[src/rtl/calc_num_entry.sv]
// rtl/calc_num_entry.sv - calculator operand-entry accumulator and its shared calc_pkg types
package calc_pkg;
  localparam int NumDigits = 8;

  typedef enum logic [4:0] {
    B_NONE       = 5'd0,
    B_NUM_0      = 5'd1,
    B_NUM_1      = 5'd2,
    B_NUM_2      = 5'd3,
    B_NUM_3      = 5'd4,
    B_NUM_4      = 5'd5,
    B_NUM_5      = 5'd6,
    B_NUM_6      = 5'd7,
    B_NUM_7      = 5'd8,
    B_NUM_8      = 5'd9,
    B_NUM_9      = 5'd10,
    B_DOT        = 5'd11,
    B_OP_ADD     = 5'd12,
    B_OP_SUB     = 5'd13,
    B_OP_MUL     = 5'd14,
    B_OP_DIV     = 5'd15,
    B_OP_EQ      = 5'd16,
    B_OP_PERCENT = 5'd17,
    B_OP_SQRT    = 5'd18,
    B_CLEAR      = 5'd19,
    B_MEM_ADD    = 5'd20,
    B_MEM_SUB    = 5'd21,
    B_MEM_RECALL = 5'd22,
    B_MEM_CLEAR  = 5'd23,
    B_UNKNOWN    = 5'd31
  } active_button_t;

  typedef enum logic [2:0] {
    OP_NONE    = 3'd0,
    OP_ADD     = 3'd1,
    OP_SUB     = 3'd2,
    OP_MUL     = 3'd3,
    OP_DIV     = 3'd4,
    OP_PERCENT = 3'd5,
    OP_SQRT    = 3'd6
  } op_t;

  // Value = significand[7].significand[6..0] x 10^exponent
  typedef struct packed {
    logic                       sign;
    logic                       error;
    logic [3:0]                 exponent;
    logic [NumDigits-1:0][3:0]  significand;
  } num_t;

  function automatic op_t button2op(input active_button_t b);
    op_t op;
    case (b)
      B_OP_ADD:     op = OP_ADD;
      B_OP_SUB:     op = OP_SUB;
      B_OP_MUL:     op = OP_MUL;
      B_OP_DIV:     op = OP_DIV;
      B_OP_PERCENT: op = OP_PERCENT;
      B_OP_SQRT:    op = OP_SQRT;
      default:      op = OP_NONE;
    endcase
    return op;
  endfunction

  function automatic logic isEqButton(input active_button_t b);
    return (b == B_OP_EQ);
  endfunction
endpackage

module calc_num_entry
  import calc_pkg::*;
#(
  parameter int NumDigits     = calc_pkg::NumDigits,
  parameter bit CommitOnEmpty = 1'b1
) (
  input  logic           clk_i,
  input  logic           rst_ni,
  input  active_button_t button_i,
  input  logic           button_valid_i,
  output logic           button_ready_o,
  output num_t           num_o,
  output logic           dot_entered_o,
  output logic           commit_valid_o,
  input  logic           commit_ready_i,
  output op_t            op_o,
  output logic           eq_o
);
  localparam int CntW = $clog2(NumDigits + 1);
  localparam int IdxW = $clog2(NumDigits);
  localparam logic [CntW-1:0] CntMax = CntW'(NumDigits);

  typedef enum logic [1:0] {S_EMPTY, S_INT, S_FRAC, S_COMMIT} state_t;

  state_t          state_q, state_d;
  num_t            num_q, num_d;
  logic [CntW-1:0] count_q, count_d;
  logic            dot_q, dot_d;
  op_t             op_q, op_d;
  logic            eq_q, eq_d;

  logic            is_digit;
  logic            is_commit_key;
  logic [3:0]      digit;
  logic [IdxW-1:0] slot;

  always_comb begin
    is_digit      = (button_i >= B_NUM_0) && (button_i <= B_NUM_9);
    is_commit_key = (button_i >= B_OP_ADD) && (button_i <= B_OP_EQ);
    digit         = 4'(button_i - B_NUM_0);
    // Digits fill from the most significant slot downwards
    slot          = IdxW'(NumDigits - 1 - int'(count_q));
  end

  always_ff @(posedge clk_i or negedge rst_ni) begin
    if (!rst_ni) begin
      state_q <= S_EMPTY;
      num_q   <= '0;
      count_q <= '0;
      dot_q   <= 1'b0;
      op_q    <= OP_NONE;
      eq_q    <= 1'b0;
    end else begin
      state_q <= state_d;
      num_q   <= num_d;
      count_q <= count_d;
      dot_q   <= dot_d;
      op_q    <= op_d;
      eq_q    <= eq_d;
    end
  end

  always_comb begin
    state_d = state_q;
    num_d   = num_q;
    count_d = count_q;
    dot_d   = dot_q;
    op_d    = op_q;
    eq_d    = eq_q;
    unique case (state_q)
      S_COMMIT: begin
        if (commit_ready_i) begin
          state_d = S_EMPTY;
          num_d   = '0;
          count_d = '0;
          dot_d   = 1'b0;
          op_d    = OP_NONE;
          eq_d    = 1'b0;
        end
      end
      default: begin
        if (button_valid_i) begin
          if (is_digit) begin
            // A zero typed before anything else is a leading zero and is dropped
            if (!(state_q == S_EMPTY && digit == 4'd0) && count_q < CntMax) begin
              num_d.significand[slot] = digit;
              count_d = count_q + CntW'(1);
              if (state_q == S_INT)   num_d.exponent = num_q.exponent + 4'd1;
              if (state_q == S_EMPTY) state_d = S_INT;
            end
          end else if (button_i == B_DOT) begin
            if (state_q == S_EMPTY) begin
              num_d.significand[slot] = 4'd0;
              count_d = CntW'(1);
              dot_d   = 1'b1;
              state_d = S_FRAC;
            end else if (state_q == S_INT) begin
              dot_d   = 1'b1;
              state_d = S_FRAC;
            end
          end else if (button_i == B_CLEAR) begin
            state_d = S_EMPTY;
            num_d   = '0;
            count_d = '0;
            dot_d   = 1'b0;
          end else if (is_commit_key && (state_q != S_EMPTY || CommitOnEmpty)) begin
            op_d    = button2op(button_i);
            eq_d    = isEqButton(button_i);
            state_d = S_COMMIT;
          end
        end
      end
    endcase
  end

  assign button_ready_o = (state_q != S_COMMIT);
  assign commit_valid_o = (state_q == S_COMMIT);
  assign num_o          = num_q;
  assign dot_entered_o  = dot_q;
  assign op_o           = op_q;
  assign eq_o           = eq_q;
endmodule

[config.mk]
export PLATFORM = sky130hd
export DESIGN_NAME = calc_num_entry
export DESIGN_NICKNAME = d
export VERILOG_FILES = /design/src/rtl/calc_num_entry.sv
export SDC_FILE = /design/constraint.sdc
export NUM_CORES = 1
export LEC_CHECK = 0
export BUFFER_PORTS_ARGS = -buffer_cell sky130_fd_sc_hd__buf_2
export CAP_MARGIN = 20
export CORE_MARGIN = 2
export CORE_UTILIZATION = 30
export CTS_BUF_LIST = sky130_fd_sc_hd__clkbuf_16
export CTS_CLUSTER_SIZE = 14
export DETAILED_ROUTE_END_ITERATION = 7
export HOLD_SLACK_MARGIN = 0.12
export PLACE_DENSITY_LB_ADDON = 0.05
export SYNTH_ARGS = -nofsm -noshare
export SYNTH_HDL_FRONTEND = slang
export SYNTH_SLANG_ARGS = --single-unit
[constraint.sdc]
create_clock -name clk_i -period 2.6 [get_ports clk_i]
set_input_delay 0.26 -clock clk_i [delete_from_list [all_inputs] [get_ports clk_i]]
set_output_delay 0.26 -clock clk_i [all_outputs]
set_load 0.01 [all_outputs]
; Word-level counts from Yosys, hierarchy flattened
; Cells that the tools add are included.
[op_classes]
muxes = 55
bitwise_logic = 2
n_lt_le_gt_ge = 7
n_eq_ne = 22
add_sub_neg = 4
n_reduce_logical = 21
[op_table]
columns = operator, count
row1 = $mux W38, 4
row2 = $mux W36, 2
row3 = $mux W32, 2
row4 = $mux W4, 10
row5 = $and A32 B32 Y32, 1
row6 = $bwmux W32, 1
row7 = $not A32 Y32, 1
row8 = $eq A5 B4 Y1 const B, 5
row9 = $mux W2, 12
row10 = $mux W3, 7
row11 = $eq A5 B5 Y1 const B, 4
row12 = $pmux W3 S6, 1
row13 = $reduce_and A6 Y1, 3
row14 = $reduce_and A5 Y1, 3
row15 = $mux W1, 14
row16 = $demux W4 S3, 1
row17 = $ne A3 B2 Y1 const B, 3
row18 = $add A4 B1 Y4 const B, 2
row19 = $ne A2 B2 Y1 const B, 4
row20 = $ne A4 B4 Y1 const B, 2
row21 = $mux W6, 1
row22 = $reduce_bool A2 Y1, 3
row23 = $reduce_bool A3 Y1, 2
row24 = $ge A5 B1 Y1 const B, 1
row25 = 18 further kinds, 22
[word_totals]
in_bits = 9
register_bits = 49
output_inout_bits = 45

; Longest topological paths before layout
[depth]
depth_word = 12
depth_mapped = 9
ltp_nobuf = 7

; Worst setup path before layout
; OpenSTA, ideal clock, no wires.
[synth_path]
path_type = reg2reg
startpoint = reg state_q[0]
endpoint = reg num_q, in the netlist num_o[7]
t_required_ns = 2.519
path_stages_with_launch = 9
path_slack_ns = 0.461
period_less_slack_ns = 2.139
arrival_time_ns = 2.058
n_path_buf = 2
path_cell_list = dfrtp_1 > ha_1 > buf_2 > mux2i_1 > nor2_1 > a32o_1 > buf_6 > nand4_2 > mux2i_1
[synth_via]
elab_cells_between_ends = 12
[synth_lines]
columns = element, line_no
row1 = "start, declared", 94  ; state_t state_q, state_d;
row2 = "start signal, assigned", 123  ; state_q <= state_d;
row3 = $eq A2 B2 Y1 (*), --
row4 = via commit_valid_o, 83  ; output logic commit_valid_o,
row5 = "$ne A4 B4 Y1 (no source line), or another cell as far along", --
row6 = $reduce_and A5 Y1 (no source line), --
row7 = "end signal, assigned", 124  ; num_q <= num_d;
row8 = "end, declared", 95  ; num_t num_q, num_d;
; Mark *: on every way through the listed nets, which the timed path passes. The rest lies on a longest branch.
; A chain may end at the register's enable or synchronous reset.

; Worst setup path in the final report
[layout_path]
startpoint = reg state_q[0]
endpoint = reg num_q, in the netlist num_o[7]
[layout_via]
elab_chain_len = 6
elab_cells_between_ends = 12
[layout_rtl]
columns = element, line_no
row1 = $logic_not A2 Y1, "154, 161"
row2 = $logic_and A1 B1 Y1, 154  ; if (!(state_q == S_EMPTY && digit == 4'd0) && count_q < CntMax) begin
row3 = $logic_not A1 Y1, 154
row4 = $logic_and A1 B1 Y1, 154
row5 = $ne A3 B2 Y1 (no source line), --
row6 = $reduce_and A5 Y1 (no source line), --
; Parallel ways exist; a longest one is shown, timed or not.

==> impl_metrics.env <==
export IMPL_cts_buffers=5
export IMPL_nNetsFinal=331
export IMPL_clkPwrFrac_pct=25.0
export IMPL_row_count=36
export IMPL_synth_top_area_share_pct=39.2
export IMPL_synth_xor_area_share_pct=0.584
export IMPL_switching_power_mw=1.06
export IMPL_dieArea_um2=10800
export IMPL_synthCells=265
export IMPL_final_cell_mix="51 x buf_2, 47 x dfrtp_1, 38 x mux2i_1, 36 x o31ai_1, 13 x nand2_1"
export IMPL_dp_cells=438
export IMPL_worst_slack_ns=0.352
export IMPL_synth_cell_types=56
export IMPL_synth_top_family_by_area="compound AO/OA/AOI/OAI gates"
export IMPL_fp_coreArea_um2=9730
export IMPL_grt_overflow=0
export IMPL_dpl_instance_area_um2=3390
export IMPL_power_leakage_nw=1.82
export IMPL_cts_buffer_depth=2
export IMPL_num_vias=2253
export IMPL_grt_pass1_vias=2336
export IMPL_synthFlopType="dfrtp_1"
export IMPL_layout_commonest_cell="buf_2"
export IMPL_cp_top_family="multiplexers"
export IMPL_seq_power_share_pct=34.3
export IMPL_hold_violations=0
export IMPL_worstReg2RegStart="state_q[0]$_DFFE_PN0P_"
export IMPL_slew_headroom_pct=45.4
export IMPL_grt_max_degree=38
export IMPL_synth_compound_area_share_pct=18.4
export IMPL_clock_sinks=47
export IMPL_ant_nets=0
export IMPL_cp_required_ns=2.80
export IMPL_seq_area_um2=1180
export IMPL_grt_antenna_before_repair=0
export IMPL_drtIter0Drc=87
export IMPL_synth_fa_ha_area_share_pct=3.75
export IMPL_p_comb_share_pct=40.7
export IMPL_max_freq_mhz=445
export IMPL_area_growth_pct=18.1
export IMPL_power_per_cell_area_nw_per_um2=752
export IMPL_chipHeight_um=104
export IMPL_ys_ff_latch=47
export IMPL_yosysWarnings=0
export IMPL_io_pins=54
export IMPL_detail_route_vias_per_cell=5.04
export IMPL_path_class="flop to flop"
export IMPL_crit_arrival_ns=2.45
export IMPL_tightest_slew_ns=0.814
export IMPL_drive_gt1_share_pct=30.3
export IMPL_dp_hpwl_mm=5.46
export IMPL_ir_drop_mv=0.333
export IMPL_diodes=0
export IMPL_synth_area_um2=3000
export IMPL_yosysTopAreaCell="dfrtp_1"
export IMPL_fin_crit_sh_pct=86.4
export IMPL_io_buffers=51
export IMPL_n_fill_cell=1031
export IMPL_drcViolationCount=0
export IMPL_ctsResizeCount=0
export IMPL_multiInputGateArea_um2=1630
export IMPL_clkLatencyLatePin_ns=0.29
export IMPL_synthSimpleGateAreaFrac_pct=15.8
export IMPL_globalplace_congestion=0.740
export IMPL_end_kind="flop"
export IMPL_slowest_stage="mux2i_1"
export IMPL_cpPeakStageDelay_ns=0.46
export IMPL_dr_pass1_iters=4
export IMPL_start_util_pct=30.8
export IMPL_hp_class="flop to flop"
export IMPL_outcome="finished, final reports clean"
export IMPL_stdcell_count=447
export IMPL_synth_edf_count=0
export IMPL_fin_area_um2=3540
export IMPL_rsz0062_at_grt="false"
export IMPL_post_route_min_period_ns=2.25
export IMPL_cp_cell_sequence="ha_1 -> mux2i_1 -> nor2_1 -> a32o_1 -> buf_4 -> nand4_2 -> mux2i_1"
export IMPL_crit_path_frequent_cell="mux2i_1"
export IMPL_routedWlPerCell_um=17.7
export IMPL_switching_share_pct=40.0
export IMPL_ys_async_sr_fraction_pct=100
export IMPL_grtUsageTotal_pct=15.1
export IMPL_clock_skew_ns=0.00858
export IMPL_crit_buf_inv=1
export IMPL_htree_levels=2
export IMPL_min_delay_start="op_o[1]$_DFFE_PN0P_"
export IMPL_clk_pin_slew_ns=0.07
export IMPL_finalMaxSlewViolations=0
export IMPL_cp_start_kind="flop"
export IMPL_internal_power_mw=1.60
export IMPL_worstPathMaxFanout=10
export IMPL_maxCapViolCount=0
export IMPL_tns_ns=0
export IMPL_yosysSeqAreaShare_pct=39.2
export IMPL_muxShareOfSynthArea_pct=15.1
export IMPL_dieWidth_um=104
export IMPL_root_buffer="clkbuf_16"
export IMPL_dp_worst_setup_slack_ns=0.135
export IMPL_netlist_top_cells_area="dfrtp_1 39%, mux2i_1 13%, o31ai_1 9.0%"
export IMPL_synth_avg_cell_area_um2=11.3
export IMPL_crit_path_start="state_q[0]$_DFFE_PN0P_"
export IMPL_routed_wl_mm=7.93
export IMPL_setup_viol=0
export IMPL_grt_pass1_wl_mm=13.2
export IMPL_tritoncts="done"
## cells by family (layout without fill, tap and decap cells)
group,Yosys count,after routing
AOI/OAI and AO/OA,67,67
buffers and inverters,36,84
other,1,2
and+or+nand+nor,59,59
adders and majority gates,9,9
xor gates and xnor gates,2,2
DFF,47,47
muxes,44,44
## per-layer routing
layer / track usage (%) / wire length (um) / vias to the layer above
li1: - / - / 1090
met1: 21.1 / 3820 / 1112
met2: 24.3 / 3800 / 47
met3: 2.88 / 263 / 4
met4: 3.38 / 51 / 0
met5: 0 / 0 / -
## final timing paths
path,endpoint,slack (ns),depth (start not counted)
max,num_o[7]$_DFFE_PN0P_,0.35,7
min,op_o[1]$_DFFE_PN0P_,0.51,1
max reg2reg,num_o[7]$_DFFE_PN0P_,0.35,7
min reg2reg,op_o[1]$_DFFE_PN0P_,0.51,1
max in group asynchronous,num_o[5]$_DFFE_PN0P_,1.41,3
min in group asynchronous,num_o[32]$_DFFE_PN0P_,0.54,2
## power by group through the flow
stage          clock network [mW]  logic, mW  registers [mW]
6_report                    0.665       1.09           0.914
4_1_cts                     0.687       1.10           0.917
5_1_grt                     0.719       1.19           0.931
3_5_place_dp                    0       1.10           0.930
2_1_floorplan                   0      0.778           0.934
3_3_place_gp                    0       1.11           0.931
## cell type report
type	count	area share, %
clock inverter	3	0.565
multi-input combinational	183	46.0
sequential	47	33.2
clock buffer	5	3.53
inverter	12	1.27
tap	133	4.69
timing repair buffer	64	10.7
## through the flow
stage | util (%) | power (mW) | hold WS (ns)
after global placement | 34.8 | 2.04 | 0.339
after detailed placement | 34.8 | 2.03 | 0.340
after CTS | 36.4 | 2.71 | 0.515
after global routing | 36.4 | 2.84 | 0.529
after floorplan | - | 1.71 | -0.0356
final | 36.4 | 2.66 | 0.509
## registers in the layout (all words and copies together), names as in the netlist
name,flops
eq_o,1
num_o,36
state_q,2
op_o,3
count_q,4
dot_entered_o,1
## synth_stat cells (all sizes together), types with 4 or more instances
| master | number |
|---|---|
| dfrtp | 47 |
| mux2i | 38 |
| o31ai | 37 |
| buf | 17 |
| nand2 | 13 |
| inv | 12 |
| ha | 9 |
| nand4 | 9 |
| clkbuf | 7 |
| nor2 | 7 |
| mux2 | 6 |
| o21ai | 6 |
| a21oi | 5 |
| nor3 | 5 |
| and3 | 4 |
| nor3b | 4 |
## repair_timing
| item | 4_1_cts | 5_1_grt |
|---|---|---|
| buffers inserted | 0 | 0 |
| hold buffers | 1 | 0 |
| hold endpoints to repair | 24 | 0 |
Power figures use the tool's default switching activity.
